### src/rtl/fanout_pkg.sv
// Shared defaults and types for the eager-fork fanout stage.
package fanout_pkg;
    localparam int NUM_OUT_DEFAULT    = 7;
    localparam int DATA_WIDTH_DEFAULT = 17;
    localparam int CNT_WIDTH_DEFAULT  = 16;

    typedef logic [NUM_OUT_DEFAULT-1:0] dest_mask_t;
endpackage

### src/rtl/fanout_done_tracker.sv
// Tracks which selected destinations have taken the held token and detects retirement.
module fanout_done_tracker
    import fanout_pkg::*;
#(
    parameter int NUM_OUT = NUM_OUT_DEFAULT
) (
    input  logic               clk,
    input  logic               rst_n,
    input  logic               flush,
    input  logic               full,
    input  logic [NUM_OUT-1:0] active,
    input  logic [NUM_OUT-1:0] out_ready,
    output logic [NUM_OUT-1:0] out_valid,
    output logic               retire
);
    logic [NUM_OUT-1:0] done_q;
    logic [NUM_OUT-1:0] done_d;
    logic [NUM_OUT-1:0] acc;

    always_comb begin
        out_valid = {NUM_OUT{full}} & active & ~done_q;
        acc       = out_valid & out_ready;
        // Inactive destinations count as already done, so an empty mask retires at once.
        retire    = full & (&(done_q | acc | ~active));
        done_d    = done_q | acc;
        if (retire || flush) begin
            done_d = '0;
        end
    end

    always_ff @(posedge clk or negedge rst_n) begin
        if (!rst_n) begin
            done_q <= '0;
        end else begin
            done_q <= done_d;
        end
    end
endmodule

### src/rtl/fanout_fork.sv
// Registered eager fork: holds one token and offers it to every selected destination.
module fanout_fork
    import fanout_pkg::*;
#(
    parameter int NUM_OUT    = NUM_OUT_DEFAULT,
    parameter int DATA_WIDTH = DATA_WIDTH_DEFAULT,
    parameter int CNT_WIDTH  = CNT_WIDTH_DEFAULT
) (
    input  logic                  clk,
    input  logic                  rst_n,
    input  logic [NUM_OUT-1:0]    cfg_en,
    input  logic [NUM_OUT-1:0]    cfg_sel,
    input  logic                  flush,
    input  logic                  in_valid,
    input  logic [DATA_WIDTH-1:0] in_data,
    output logic                  in_ready,
    output logic [NUM_OUT-1:0]    out_valid,
    output logic [DATA_WIDTH-1:0] out_data,
    input  logic [NUM_OUT-1:0]    out_ready,
    output logic [CNT_WIDTH-1:0]  retired_cnt,
    output logic                  busy
);
    logic                  full_q,   full_d;
    logic [DATA_WIDTH-1:0] data_q,   data_d;
    logic [NUM_OUT-1:0]    active_q, active_d;
    logic [CNT_WIDTH-1:0]  cnt_q,    cnt_d;
    logic                  retire;
    logic                  load;

    fanout_done_tracker #(
        .NUM_OUT(NUM_OUT)
    ) u_tracker (
        .clk       (clk),
        .rst_n     (rst_n),
        .flush     (flush),
        .full      (full_q),
        .active    (active_q),
        .out_ready (out_ready),
        .out_valid (out_valid),
        .retire    (retire)
    );

    always_comb begin
        in_ready = ~flush & (~full_q | retire);
        load     = in_valid & in_ready;

        full_d   = full_q;
        data_d   = data_q;
        active_d = active_q;
        cnt_d    = cnt_q;

        if (retire) begin
            full_d = 1'b0;
        end
        // Route mask is captured with the token so later config writes cannot redirect it.
        if (load) begin
            full_d   = 1'b1;
            data_d   = in_data;
            active_d = cfg_en & cfg_sel;
        end
        if (flush) begin
            full_d = 1'b0;
        end
        if (retire && !flush && (cnt_q != {CNT_WIDTH{1'b1}})) begin
            cnt_d = cnt_q + 1'b1;
        end
    end

    always_ff @(posedge clk or negedge rst_n) begin
        if (!rst_n) begin
            full_q   <= 1'b0;
            data_q   <= '0;
            active_q <= '0;
            cnt_q    <= '0;
        end else begin
            full_q   <= full_d;
            data_q   <= data_d;
            active_q <= active_d;
            cnt_q    <= cnt_d;
        end
    end

    assign out_data    = data_q;
    assign retired_cnt = cnt_q;
    assign busy        = full_q;
endmodule

### config.mk
export PLATFORM = sky130hd
export DESIGN_NAME = fanout_fork
export DESIGN_NICKNAME = d
export VERILOG_FILES = /design/src/rtl/fanout_pkg.sv /design/src/rtl/fanout_done_tracker.sv /design/src/rtl/fanout_fork.sv
export SDC_FILE = /design/constraint.sdc
export NUM_CORES = 1
export LEC_CHECK = 0
export CAP_MARGIN = 20
export CORE_ASPECT_RATIO = 1.75
export CORE_MARGIN = 2
export CORE_UTILIZATION = 45
export CTS_CLUSTER_SIZE = 20
export DETAILED_ROUTE_END_ITERATION = 7
export PLACE_DENSITY_LB_ADDON = 0.15
export SKIP_CTS_REPAIR_TIMING = 1
export SYNTH_ARGS = -nofsm -noshare
export SYNTH_HDL_FRONTEND = slang
export SYNTH_HIERARCHICAL = 1
export SYNTH_SLANG_ARGS = --single-unit
### constraint.sdc
create_clock -name clk -period 6.84 [get_ports clk]
set_input_delay 2.052 -clock clk [delete_from_list [all_inputs] [get_ports clk]]
set_output_delay 2.052 -clock clk [all_outputs]
set_load 0.01 [all_outputs]
==> metrics.txt, run 1 <==
antenna violations before repair 0; Die H 96.6 um; CP Class in -> out; post-DR vias/cell 5.33; DRC 0; main flop type after synthesis dfrtp_1; crit path max-delay cell type clkdlybuf4s50_1; cells on worst reg2reg path 8; WL/cell 15.2 um; Syn Area/Cell 11.2 sq um; fraction of registers with async set/reset 100%; Nets 325; vias in the first global route between 1500 and 2000; detailed placement HPWL 3650 um; Hold Fails Final Rpt 0; crit-path most repeated cell clkdlybuf4s50_1; Slew headroom roughly a third; global route overflow 0; Critical path origin out_ready[5]; Cell Area, Synth 0.00221 sq mm; Pwr Total between 0.7 and 0.8 mW; Final TNS setup 0 ns; Core ar. 0.00471 sq mm; Worst R2R Start busy; Post-Syn Nets 240; Routed Antenna Nets 0; Placed Area 0.00304 sq mm; clock slew at reported path FFs 0.08 ns; CTS H-Tree Depth 2; # IOs 84; Max rail drop VDD just over 200 uV; status completed; DRT iter0 DRCs 83; CTS tree done; DR pass1 iterations 4; worst skew pair latency ~0.29 ns; first-pass GRT wire length 8710 um; PortBufs 83; antenna cells 0; vias after detailed routing 1784; Max Fclk 164 MHz; routability cong. between 0.8 and 0.9; Mapped Cells 197; Tightest Pin Transition 0.975 ns; EDFF count, synth 0; Tmin final 6.11 ns; Power Density 230 mW/mm^2; final WL between 5000 and 6000 um; Initial Utilization ~47%; Slowest Stage Delay on Critical Path 0.54 ns; CP required 4.79 ns; Final Skew roughly 0.0055 ns; sequential element share of the synthesized area 54.5%; RSZ-0062 raised after global routing false; Max Transition Viols Final 0; Finished Cell Area 0.00317 sq mm; area delta synth->final 43.6%; CTS Sinks 48; Total GRT Usage 19.8%; CTS Buf Count 5; Min-Delay Path Depth 1; CP max FO 9; largest net degree at the start of global routing 49; clock buffer depth 2; die width around 57 um; worst hold start out_data[15]; share of cells above drive strength 1 between 10% and 20%; Syn. warnings 6; die area 0.00550 sq mm; final-report setup violation count 0; Hold Crit Class reg -> reg; critical-path cell list clkdlybuf4s50_1 > nand2_1 > a32o_2 > nor4_4 > buf_4 > nor2b_1 > nor2_1 > clkdlybuf4s50_1; clk root buf clkbuf_8; most common cell after layout, fill and taps aside clkdlybuf4s50_1; Static Leak 1.37 nW; most frequent cells in the layout clkdlybuf4s50_1, dfrtp_1, nand2_1; CP startpoint kind input port; period utilization slightly below 90%; row cnt 33; Synth cell types 32; Setup crit end kind output pin; synthesized flop and latch total 48; max_cap viols 0; Arrival @ worst endpoint 4.06 ns
final cells by class:
class / instances / area (sq um)
clock buffer: 8 / 90.1
multi-input combinational: 137 / 927
timing repair buffer: 86 / 868
inverter: 4 / 15.0
sequential: 48 / 1200
tap: 52 / 65.1
fill: 391 / 1540
synthesized netlist by cell type, drive strengths merged, types with 5 or more instances:
cell | instances | area [sq um]
a31oi | 8 | 50.1
buf | 6 | 55.1
dfrtp | 48 | 1200
mux2 | 20 | 225
nand2 | 26 | 97.6
nand3 | 5 | 25.0
nand4 | 7 | 50.1
nor2 | 12 | 45.0
nor2b | 5 | 31.3
nor3 | 12 | 60.1
nor4 | 7 | 71.3
o21ai | 9 | 45.0
xor2 | 10 | 87.6
metrics by stage:
step | cells | utilization, % | hold WS, ns | setup WS (ns)
3_5_place_dp | 325 | 64.6 | 0.493 | 0.738
4_1_cts | 333 | 66.5 | 0.512 | 0.730
3_3_place_gp | 325 | 64.6 | 0.486 | 0.751
5_1_grt | 335 | 67.3 | 0.527 | 0.602
2_1_floorplan | 197 | - | 0.487 | 1.63
6_report | 335 | 67.3 | 0.507 | 0.730
layer usage:
metal  part of all wire, %  up-vias  track usage [%]
met3                   4.6        7             3.61
li1                      -      866                -
met4                   1.7        0             7.69
met2                    55       58             36.1
met1                    39      853             22.0
met5                     0        -                0
logic make-up (layout without fill, tap and decap cells):
family          count (synthesis)  count (layout)  synth area share (%)
buf+inv                        12              98                  3.52
xor+xnor                       11              11                  4.37
mux                            20              20                  10.2
simple gates                   83              83                  20.5
fa+ha+maj                       1               1                 0.567
compound gates                 22              22                  6.35
flops                          48              48                  54.5
power by group:
group / internal (mW) / switching, mW / total (mW)
sequential: 0.324 / 0.0382 / 0.362
combinational: 0.121 / 0.0737 / 0.195
clock: 0.0826 / 0.0878 / 0.170
total: 0.527 / 0.200 / 0.727
registers in the layout, indices dropped and copies added, names as in the netlist:
register          flops
out_data             17
u_tracker/done_q      7
busy                  1
active_q              7
retired_cnt          16
path summary, 6_finish.rpt:
path	slack, ns	end
worst min register to register	0.51	out_data[15]
min in group asynchronous	1.65	out_data[11]
worst max register to register	3.88	out_data[4]
max in group asynchronous	4.70	out_data[3]
worst min-delay path	0.51	out_data[15]
worst max-delay path	0.73	in_ready
critical path: cells and delay by family:
family | cells | cell delay (ns)
buffers and inverters | 3 | 1.22
AO/OA/AOI/OAI | 1 | 0.30
AND/OR/NAND/NOR | 4 | 0.48
(Power assumes the default switching activity.)
==> run 2: changes to the inputs <==
Settings changed: SLEW_MARGIN set to 20.
==> run 2 against run 1 <==
  * Wire length down 1.6%
  * Largest power group unchanged
  * Global-route usage unchanged
  * Clock power about the same
  * Non-clock buffer count down 2
  * Clock skew down 0.00084 ns
  * Combinational power about the same
  * Flip-flop and latch count unchanged
  * Die area unchanged
  * Cell area down 1.0%
  * Core utilization down 0.69 points
==> metrics.txt, run 2 (same netlist as run 1, synthesis figures left out) <==
Largest register FFs 17; Power Density 231 mW/mm^2; Setup crit end kind output pin; DRT iter0 DRCs 95; clk root buf clkbuf_8; CTS H-Tree Depth 2; Finished Core Util 66.6%; cells on worst reg2reg path 7; CTS tree done; Static Leak 1.35 nW; clock buffer depth 2; max_cap viols 0; RSZ-0062 raised after global routing false; CP startpoint kind input port; detailed placement HPWL around 3700 um; Arrival @ worst endpoint 4.06 ns; CP required 4.79 ns; Nets 323; most common cell after layout, fill and taps aside clkdlybuf4s50_1; Max Fclk 164 MHz; area delta synth->final 42.1%; row cnt 33; Tightest Pin Transition 0.973 ns; Max Transition Viols Final 0; WL/cell 15.0 um; Die H ~97 um; vias in the first global route about 1900; worst skew pair latency 0.29 ns; CTS Sinks 48; final WL ~5000 um; Max rail drop VDD 200 uV; first-pass GRT wire length 8710 um; CP max FO 9; PortBufs 83; # IOs 84; Final Skew 0.00464 ns; Hold Crit Class reg -> reg; Tmin final 6.12 ns; Core ar. between 0.004 and 0.005 sq mm; status completed; Slew headroom 34.6%; period utilization 89.4%; share of cells above drive strength 1 about an eighth; vias after detailed routing 1781; CP Class in -> out; clock slew at reported path FFs roughly 0.08 ns; post-DR vias/cell between 5 and 6; antenna cells 0; global route overflow 0; die width between 50 and 60 um; Final TNS setup 0 ns; CTS Buf Count 5; Min-Delay Path Depth 1; largest net degree at the start of global routing 49; die area about 0.0055 sq mm; final-report setup violation count 0; routability cong. between 0.8 and 0.9; DRC 0; Hold Fails Final Rpt 0; antenna violations before repair 0; most frequent cells in the layout clkdlybuf4s50_1, dfrtp_1, nand2_1; Total GRT Usage 19.8%; Routed Antenna Nets 0; Initial Utilization 46.9%; DR pass1 iterations 4
[run 2: area by class of cell]
class | instances | area [sq um]
multi-input cells | 137 | 927
flip-flops and latches | 48 | 1200
repair buffers | 84 | 836
well taps | 52 | 65.1
fillers | 399 | 1570
clock buffers | 8 | 90.1
inverters | 4 | 15.0
[run 2: worst max-delay path, cell delays in order]
cell	delay, ns
clkdlybuf4s50_1	0.48
nand2_1	0.06
a32o_2	0.30
nor4_4	0.26
buf_4	0.21
nor2b_1	0.08
nor2_1	0.08
clkdlybuf4s50_1	0.54
[run 2: power by group]
group | leakage (nW) | switching [mW] | internal (mW)
clock network | 0.0455 | 0.0873 | 0.0825
registers | 0.614 | 0.0381 | 0.323
logic | 0.694 | 0.0731 | 0.119
total | 1.35 | 0.198 | 0.525
[run 2: layer usage]
layer	GRT usage (%)	vias up	routed length, um
li1	-	859	-
met1	22.0	858	1910
met2	36.1	55	2780
met3	3.61	9	227
met4	7.69	0	91
met5	0	-	0
[run 2: final timing paths]
kind                                   start            to  slack (ns)
max in group asynchronous              rst_n   out_data[2]        4.67
worst min register to register  out_data[15]  out_data[15]        0.51
worst min-delay path            out_data[15]  out_data[15]        0.51
worst max register to register          busy  out_data[10]        3.89
min in group asynchronous              rst_n   active_q[3]        1.76
worst max-delay path            out_ready[5]      in_ready        0.72
[run 2: per-stage QoR]
step	area (sq um)	worst slack, ns	std cells	hold WS, ns	total power, mW
floorplan	2210	1.63	197	0.487	0.444
global placement	3040	0.751	325	0.486	0.558
detailed placement	3040	0.738	325	0.493	0.561
CTS	3130	0.730	333	0.512	0.736
global route	3130	0.602	333	0.527	0.766
finish	3130	0.725	333	0.508	0.724
